==> src/rtl/hub75_bcm_scanner_if.sv <==
// Frame-memory read port plus the buffer-swap handshake between the scanner and the image source.
interface hub75_bcm_scanner_if #(
  parameter int unsigned AW   = 5,
  parameter int unsigned CW   = 6,
  parameter int unsigned BITS = 4
);
  logic [AW+CW:0]    rd_addr;
  logic [6*BITS-1:0] rd_data;
  logic              swap_req;
  logic              swap_ack;
  logic              buf_sel;

  modport master (output rd_addr, swap_ack, buf_sel, input rd_data, swap_req);
  modport slave  (input rd_addr, swap_ack, buf_sel, output rd_data, swap_req);
endinterface

==> src/rtl/hub75_bcm_scanner.sv <==
// HUB75 scan engine: shifts one BCM plane of a row pair, latches it, then shows it for BASE_T<<plane
// cycles; buffers flip only at the frame wrap so an image source can update tear-free.
module hub75_bcm_scanner #(
  parameter int unsigned COLS      = 64,
  parameter int unsigned ROWS_HALF = 32,
  parameter int unsigned BITS      = 4,
  parameter int unsigned BASE_T    = 8,
  parameter int unsigned AW        = $clog2(ROWS_HALF),
  parameter int unsigned CW        = $clog2(COLS)
) (
  input  logic                clk,
  input  logic                rst,
  input  logic                en,
  hub75_bcm_scanner_if.master bus,
  output logic                r0,
  output logic                g0,
  output logic                b0,
  output logic                r1,
  output logic                g1,
  output logic                b1,
  output logic [AW-1:0]       addr,
  output logic                clk_out,
  output logic                latch,
  output logic                oe,
  output logic                frame_done
);
  localparam int unsigned PW   = (BITS > 1) ? $clog2(BITS) : 1;
  localparam int unsigned DMAX = BASE_T << (BITS - 1);
  localparam int unsigned DW   = $clog2(DMAX + 1);
  localparam int unsigned SCW  = CW + 1;

  typedef enum logic [2:0] {StIdle, StPrefetch, StShift, StBlank, StLatch, StDisplay} state_e;

  state_e          state_q, state_d;
  logic [AW-1:0]   row_q, row_d, addr_q, addr_d;
  logic [PW-1:0]   plane_q, plane_d;
  logic [SCW-1:0]  sc_q, sc_d;
  logic [DW-1:0]   dc_q, dc_d;
  logic            buf_q, buf_d, fd_q, fd_d, ack_q, ack_d;
  logic [5:0]      colour_q, colour_d, plane_bits, colour;
  logic [CW-1:0]   col, col_addr;
  logic [BITS-1:0] fld;
  logic            phase_b;

  assign col     = sc_q[CW:1];
  assign phase_b = sc_q[0];

  // plane_bits[5] is r0, plane_bits[0] is b1.
  always_comb begin
    fld        = '0;
    plane_bits = '0;
    for (int k = 0; k < 6; k++) begin
      fld           = bus.rd_data[k*BITS +: BITS];
      plane_bits[k] = fld[plane_q];
    end
  end

  // Phase B prefetches the next column so its data lands in the following phase A.
  always_comb begin
    col_addr = '0;
    if (state_q == StShift) begin
      col_addr = (phase_b && col != CW'(COLS - 1)) ? col + CW'(1) : col;
    end
  end

  assign bus.rd_addr  = {buf_q, row_q, col_addr};
  assign bus.swap_ack = ack_q;
  assign bus.buf_sel  = buf_q;

  // Colour follows memory only in phase A and is held from the register otherwise.
  assign colour = (state_q == StShift && !phase_b) ? plane_bits : colour_q;
  assign {r0, g0, b0, r1, g1, b1} = colour;

  assign clk_out    = (state_q == StShift) && phase_b;
  assign latch      = (state_q == StLatch);
  assign oe         = (state_q != StDisplay);
  assign addr       = addr_q;
  assign frame_done = fd_q;

  always_comb begin
    state_d  = state_q;
    row_d    = row_q;
    plane_d  = plane_q;
    sc_d     = sc_q;
    dc_d     = dc_q;
    addr_d   = addr_q;
    buf_d    = buf_q;
    colour_d = colour_q;
    fd_d     = 1'b0;
    ack_d    = 1'b0;
    unique case (state_q)
      StIdle: begin
        if (en) state_d = StPrefetch;
      end
      StPrefetch: begin
        sc_d    = '0;
        state_d = StShift;
      end
      StShift: begin
        if (!phase_b) colour_d = plane_bits;
        sc_d = sc_q + SCW'(1);
        if (sc_q == SCW'(2 * COLS - 1)) state_d = StBlank;
      end
      StBlank: begin
        addr_d  = row_q;
        state_d = StLatch;
      end
      StLatch: begin
        dc_d    = '0;
        state_d = StDisplay;
      end
      StDisplay: begin
        dc_d = dc_q + DW'(1);
        if (dc_q == DW'((BASE_T << plane_q) - 1)) begin
          state_d = StPrefetch;
          if (plane_q != PW'(BITS - 1)) begin
            plane_d = plane_q + PW'(1);
          end else begin
            plane_d = '0;
            row_d   = row_q + AW'(1);
            if (row_q == AW'(ROWS_HALF - 1)) begin
              fd_d = 1'b1;
              if (bus.swap_req) begin
                buf_d = ~buf_q;
                ack_d = 1'b1;
              end
              if (!en) state_d = StIdle;
            end
          end
        end
      end
      default: state_d = StIdle;
    endcase
  end

  always_ff @(posedge clk) begin
    if (!rst) begin
      state_q  <= StIdle;
      row_q    <= '0;
      plane_q  <= '0;
      sc_q     <= '0;
      dc_q     <= '0;
      addr_q   <= '0;
      buf_q    <= 1'b0;
      colour_q <= '0;
      fd_q     <= 1'b0;
      ack_q    <= 1'b0;
    end else begin
      state_q  <= state_d;
      row_q    <= row_d;
      plane_q  <= plane_d;
      sc_q     <= sc_d;
      dc_q     <= dc_d;
      addr_q   <= addr_d;
      buf_q    <= buf_d;
      colour_q <= colour_d;
      fd_q     <= fd_d;
      ack_q    <= ack_d;
    end
  end
endmodule

==> src/flat_wrapper.sv <==
// flat-port wrapper written by rule: the top's interface ports become plain ports
module hub75_bcm_scanner_flat 
#(
  parameter int unsigned COLS      = 64,
  parameter int unsigned ROWS_HALF = 32,
  parameter int unsigned BITS      = 4,
  parameter int unsigned BASE_T    = 8,
  parameter int unsigned AW        = $clog2(ROWS_HALF),
  parameter int unsigned CW        = $clog2(COLS)
)
  (clk, rst, en, r0, g0, b0, r1, g1, b1, addr, clk_out, latch, oe, frame_done, bus_rd_addr, bus_swap_ack, bus_buf_sel, bus_rd_data, bus_swap_req);
  hub75_bcm_scanner_if #(.AW(AW), .CW(CW), .BITS(BITS)) bus_i ();
  input  logic clk;
  input  logic rst;
  input  logic en;
  output logic r0;
  output logic g0;
  output logic b0;
  output logic r1;
  output logic g1;
  output logic b1;
  output logic [AW-1:0] addr;
  output logic clk_out;
  output logic latch;
  output logic oe;
  output logic frame_done;
  output wire logic [$bits(bus_i.rd_addr)-1:0] bus_rd_addr;
  output wire logic [$bits(bus_i.swap_ack)-1:0] bus_swap_ack;
  output wire logic [$bits(bus_i.buf_sel)-1:0] bus_buf_sel;
  input wire logic [$bits(bus_i.rd_data)-1:0] bus_rd_data;
  input wire logic [$bits(bus_i.swap_req)-1:0] bus_swap_req;
  assign bus_rd_addr = bus_i.rd_addr;
  assign bus_swap_ack = bus_i.swap_ack;
  assign bus_buf_sel = bus_i.buf_sel;
  assign bus_i.rd_data = bus_rd_data;
  assign bus_i.swap_req = bus_swap_req;
  hub75_bcm_scanner #(.COLS(COLS), .ROWS_HALF(ROWS_HALF), .BITS(BITS), .BASE_T(BASE_T), .AW(AW), .CW(CW)) u_core (.clk(clk), .rst(rst), .en(en), .bus(bus_i), .r0(r0), .g0(g0), .b0(b0), .r1(r1), .g1(g1), .b1(b1), .addr(addr), .clk_out(clk_out), .latch(latch), .oe(oe), .frame_done(frame_done));
endmodule
==> config.mk <==
export PLATFORM = sky130hd
export DESIGN_NAME = hub75_bcm_scanner_flat
export DESIGN_NICKNAME = d
export VERILOG_FILES = /design/src/rtl/hub75_bcm_scanner_if.sv /design/src/rtl/hub75_bcm_scanner.sv /design/src/flat_wrapper.sv
export SDC_FILE = /design/constraint.sdc
export NUM_CORES = 1
export LEC_CHECK = 0
export CAP_MARGIN = 20
export CORE_MARGIN = 5
export CORE_UTILIZATION = 31
export CTS_BUF_LIST = sky130_fd_sc_hd__clkbuf_2 sky130_fd_sc_hd__clkbuf_4 sky130_fd_sc_hd__clkbuf_8
export CTS_CLUSTER_DIAMETER = 100
export DETAILED_ROUTE_END_ITERATION = 16
export REMOVE_ABC_BUFFERS = 1
export SLEW_MARGIN = 15
export SYNTH_ARGS = -nofsm -noshare
export SYNTH_HDL_FRONTEND = slang
export SYNTH_SLANG_ARGS = --single-unit
==> constraint.sdc <==
create_clock -name clk -period 4.45 [get_ports clk]
set_input_delay 0.89 -clock clk [delete_from_list [all_inputs] [get_ports clk]]
set_output_delay 0.89 -clock clk [all_outputs]
set_load 0.02 [all_outputs]
==> results of run 1 <==
## worst register-to-register path: cells and delay by family (launching register included)
family                 cells  cell delay (ns)
buffers and inverters      1             0.20
flip-flops                 1             0.71
multiplexers               1             0.21
AND/OR/NAND/NOR            4             1.45
## state kept, by name, indices dropped and copies added (netlist names)
register	flops
u_core.dc_q	7
u_core.addr	5
u_core.plane_q	2
u_core.bus.buf_sel	1
u_core.bus.swap_ack	1
u_core.row_q	5
u_core.state_q	3
u_core.sc_q	7
u_core.frame_done	1
u_core.colour_q	6
## kinds of logic after synthesis
logic type | synth area share (%)
simple gates | 24.32
compound gates | 14.04
flops | 33.08
buf+inv | 5.060
mux | 14.53
xor+xnor | 4.081
fa+ha+maj | 4.897
## through the flow
step	total power, mW	cells
finish	0.8470	411
global route	0.8895	411
CTS	0.8568	411
detailed placement	0.5552	403
global placement	0.5538	403
floorplan	0.4741	244
## layer usage
metal | track usage, % | wire, um | vias up
met2 | 19.44 | 2493 | 49
met4 | 3.199 | 49 | 0
met3 | 2.971 | 289 | 5
met5 | 0 | 0 | -
li1 | - | - | 1054
met1 | 16.67 | 2646 | 971
## worst max path at each step
stage	startpoint	to	slack [ns]	depth (start not counted)
2_1_floorplan	u_core.state_q[1]	b0	1.73	3
3_3_place_gp	bus_rd_data[23]	r0	1.00	4
3_5_place_dp	bus_rd_data[17]	g0	0.98	4
4_1_cts	u_core.state_q[2]	b1	0.68	4
5_1_grt	u_core.state_q[2]	g0	0.51	4
6_report	u_core.state_q[2]	r1	0.71	4
## cell type report
| cell class | count | area share, % |
|---|---|---|
| sequential | 38 | 25.04 |
| timing repair buffer | 60 | 19.44 |
| multi-input combinational | 199 | 46.83 |
| clock buffer | 7 | 2.759 |
| clock inverter | 1 | 0.9885 |
| inverter | 7 | 0.8649 |
| tap | 99 | 4.077 |
## placed cells by master, fill, tap and decap left out, types with 8 or more instances in the layout
master	count
a21oi_1	17
and2_1	14
clkdlybuf4s50_1	56
dfxtp_1	38
ha_1	9
mux2i_1	12
nand2_1	17
nand3_1	8
nor2_1	24
nor3_1	9
o21ai_0	15
## power groups by stage
stage / sequential [mW] / clock (mW) / combinational, mW
floorplan: 0.384 / 0 / 0.0901
global route: 0.368 / 0.322 / 0.200
CTS: 0.365 / 0.309 / 0.183
detailed placement: 0.373 / 0 / 0.182
finish: 0.365 / 0.300 / 0.182
global placement: 0.373 / 0 / 0.181
==> impl_metrics.yaml, run 1 <==
run_status:
  status: "completed"
logic_synthesis:
  synthTopCellsByArea: "dfxtp_1 (33%), mux4_2 (5.9%), mux2i_1 (5.2%)"
  avgSynthCellArea_sq_um: 8.646
  yosys_most_used_dff: "dfxtp_1"
  yosys_warnings: 0
  synth_top_cell_by_area: "dfxtp_1"
  yosysSeqAreaShare_pct: 33.08
  async_reset_ff_share_pct: 0
  yosysTopAreaCellShare_pct: 33.08
  synthTopCellsByCount: "dfxtp_1 (38), nor2_1 (24), a21oi_1 (17), nand2_1 (17), clkbuf_1 (16)"
  synth_edf_count: 0
  yosysMostFrequentCell: "dfxtp_1"
  synth_seq_cells: 38
  synth.distinct_cells: 49
  netlist_instances: 266
  syn_area_sq_um: 2300
clocking:
  cts_setup_buffers: 0
  cts_max_path_buffers: 2
  clk-insertion-delay-late_ns: 0.29
  clkTransAtPathRegs_ns: 0.07
  postCtsHoldBufs: 0
  cts_made_buffers: 5
  cts.sinks: 38
  cts.repair.resized: 0
  cts_tree: "done"
  clockRootBuffer: "clkbuf_8"
  htree_levels: 2
timing:
  tns_ns: 0
  period_share_pct: 83.98
  min_period_ns: 3.737
  hold_ws_ns: 0.4979
  rsz0062_at_grt: "false"
  max_freq_mhz: 267.6
  max_slew_margin_pct: 57.89
  maxSlewViolCount: 0
  setup_slack_ns: 0.7127
  tightest_slew_ns: 0.6294
  setup_violations: 0
  hold_viol_final: 0
  fin_skew_ns: 0.007214
critical_path:
  ff2ff_setup_slack_ns: 1.81
  crit_required_ns: 3.56
  r2r-end: "u_core.row_q[3]"
  reg2reg_depth: 6
  path_cells: "or3b_1, nor2_1, mux2_2, clkdlybuf4s50_1"
  worstSetupStartpointType: "register"
  cp_num_buf_inv: 1
  reg2reg_from: "u_core.state_q[2]"
  arrival_ns: 2.85
  cp_slowest_cell: "or3b_1"
  crit_type: "reg -> out"
  critical_path_peak_fanout: 19
  critPathCaptureType: "output port"
  critical_path.top_delay_family: "simple AND/OR/NAND/NOR gates"
  max_stage_delay_ns: 0.56
drt:
  wl_per_cell_um: 13.33
  drtPass1Iterations: 4
  routed_wl_um: 5479
  antenna_left: 0
  drc: 0
  via_count: 2079
  initialDrtViolationCount: 108
  routed_via_density: 5.058
cells_and_area:
  num-nets-final: 348
  utilization_pct: 41.88
  num-fill-cells: 730
  drive_above_1_share_pct: 9.615
  multi_input_area_sq_um: 1423
  seq_area_sq_um: 760.7
  fin_area_sq_um: 3038
  syn_to_final_growth_pct: 32.10
  diodes: 0
pwr:
  p_per_area_nw_per_um2: 278.8
  leakagePower_nw: 1.123
  p_seq_share_pct: 43.1
  pwr-share-clk_pct: 35.4
  p_int_mw: 0.6239
  combPwrFrac_pct: 21.5
  sw_frac_of_total_pct: 26.34
  p_sw_mw: 0.2231
  peakVddDrop_uv: 117.9
global_route:
  gr-total-overflow: 0
  grt_usage_pct: 12.29
  grt_pass1_wl_um: 9094
  grt_pass1_vias: 1942
  grt_antenna_before_repair: 0
  grt_max_degree: 28
job:
  drv_cap: 0
placed_design:
  port_buffers: 56
  place_congestion: 0.8707
  placed_area_sq_um: 2924
  dp_hpwl_um: 3979
  place_ws_ns: 0.9840
floorplan:
  die_h_um: 96.13
  ios: 57
  num_rows: 31
  core_area_sq_um: 7253
  die_area_sq_um: 9241
  start_util_pct: 31.71
  die_x_um: 96.13
worst_hold_path:
  holdPathStages: 2
  min_to: "u_core.addr[0]"
  min_from: "u_core.addr[0]"
  min_path_type: "reg -> reg"
Note: power is estimated with default switching activity, not from simulation.
==> run 2: changes to the inputs <==
Clock period 4.45 ns to 3.7 ns, I/O delays scaled along.
==> run 2 against run 1 <==
  * Register-to-register slack got worse by 0.79 ns
  * First-iteration DRC count decreased by 23%
  * Clock power is 18% higher
  * Largest cell class unchanged
  * Total power increased by 20%
==> impl_metrics.yaml, run 2 (synthesis results as in run 1) <==
cells_and_area:
  multi_input_area_sq_um: 1423
  syn_to_final_growth_pct: 32.70
  diodes: 0
  num-nets-final: 350
  num-fill-cells: 723
  seq_area_sq_um: 760.7
  reg.largest.list: "u_core.dc_q (7), u_core.sc_q (7), u_core.colour_q (6)"
  fin_area_sq_um: 3052
  layout_common_cells: "clkdlybuf4s50_1 (56), dfxtp_1 (38), nor2_1 (24)"
  final_common_cell: "clkdlybuf4s50_1"
  drive_above_1_share_pct: 9.904
floorplan:
  ios: 57
  core_area_sq_um: 7253
  num_rows: 31
  die_x_um: 96.13
  die_h_um: 96.13
  die_area_sq_um: 9241
  start_util_pct: 31.71
global_route:
  grt_antenna_before_repair: 0
  gr-total-overflow: 0
  grt_pass1_wl_um: 9466
  grt_max_degree: 28
  grt_usage_pct: 12.72
  gr-usage-met2_pct: 21.22
  met1_usage_pct: 16.09
  grt_pass1_vias: 2075
  use_met3_pct: 2.971
  busiest_layer: "met2"
critical_path:
  critical_path_peak_fanout: 2
  worstSetupStartpointType: "primary input"
  crit_required_ns: 2.96
  ff2ff_setup_slack_ns: 1.02
  crit_type: "in -> out"
  arrival_ns: 2.42
  critPathCaptureType: "output port"
clocking:
  clk-insertion-delay-late_ns: 0.28
  cts_tree: "done"
  clkTransAtPathRegs_ns: 0.07
  cts_max_path_buffers: 2
  postCtsHoldBufs: 0
  clockRootBuffer: "clkbuf_8"
  cts_made_buffers: 5
  cts.repair.resized: 0
  htree_levels: 2
  cts.sinks: 38
  cts_setup_buffers: 0
pwr:
  leakagePower_nw: 1.131
  pwr-share-clk_pct: 34.8
  sw_frac_of_total_pct: 26.09
  p_seq_share_pct: 42.9
  combPwrFrac_pct: 22.3
  peakVddDrop_uv: 142.5
  p_int_mw: 0.7531
  p_sw_mw: 0.2659
  p_per_area_nw_per_um2: 333.9
  finalPower_mw: 1.019
job:
  drv_cap: 0
timing:
  setup_violations: 0
  setup_slack_ns: 0.5437
  min_period_ns: 3.156
  rsz0062_at_grt: "false"
  maxSlewViolCount: 0
  fin_skew_ns: 0.005109
  tns_ns: 0
  tightest_slew_ns: 0.8374
  hold_viol_final: 0
  max_freq_mhz: 316.8
  period_share_pct: 85.31
  max_slew_margin_pct: 44.11
placed_design:
  place_ws_ns: 0.5333
  port_buffers: 56
  dp_hpwl_um: 4041
  placed_area_sq_um: 2939
  place_congestion: 0.8218
drt:
  routed_wl_um: 5578
  drc: 0
  antenna_left: 0
  initialDrtViolationCount: 83
  via_count: 2094
  routed_via_density: 5.083
  wl_per_cell_um: 13.54
  drtPass1Iterations: 4
worst_hold_path:
  min_path_type: "reg -> reg"
run_status:
  status: "completed"
==> run 2: cell type report <==
cell class / count / area share, %
Clock buffer: 6 / 2.706
Clock inverter: 1 / 0.9840
Inverter: 7 / 0.8610
Multi-Input combinational cell: 199 / 46.62
Sequential cell: 38 / 24.93
Tap cell: 99 / 4.059
Timing Repair Buffer: 62 / 19.84
==> run 2: metal layers <==
metal / routed length (um) / up-vias
met5: 0 / -
met4: 85 / 0
met3: 313 / 7
met2: 2559 / 51
met1: 2619 / 979
li1: - / 1057
==> run 2: final timing paths <==
kind | start | to | cells past startpoint
max | bus_rd_data[7] | g1 | 4
min | u_core.addr[0] | u_core.addr[0] | 2
max reg2reg | u_core.plane_q[0] | u_core.row_q[0] | 6
min reg2reg | u_core.addr[0] | u_core.addr[0] | 2
==> run 2: worst max-delay path, cell delays in order <==
cell,delay (ns)
clkdlybuf4s50_1,0.39
mux4_2,0.46
mux2_2,0.28
clkdlybuf4s50_1,0.54
==> run 2: power by group through the flow <==
stage / combinational, mW / sequential [mW] / clock [mW]
floorplan: 0.108 / 0.462 / 0
global placement: 0.226 / 0.446 / 0
CTS: 0.229 / 0.437 / 0.367
global route: 0.249 / 0.439 / 0.379
finish: 0.227 / 0.437 / 0.355
detailed placement: 0.228 / 0.446 / 0
==> run 2: stage by stage <==
stage / instances / util [%] / hold slack, ns
global placement: 405 / 40.52 / 0.4764
detailed placement: 405 / 40.52 / 0.4880
floorplan: 244 / - / 0.4712
CTS: 412 / 42.07 / 0.5062
finish: 412 / 42.07 / 0.4969
global route: 412 / 42.07 / 0.5309
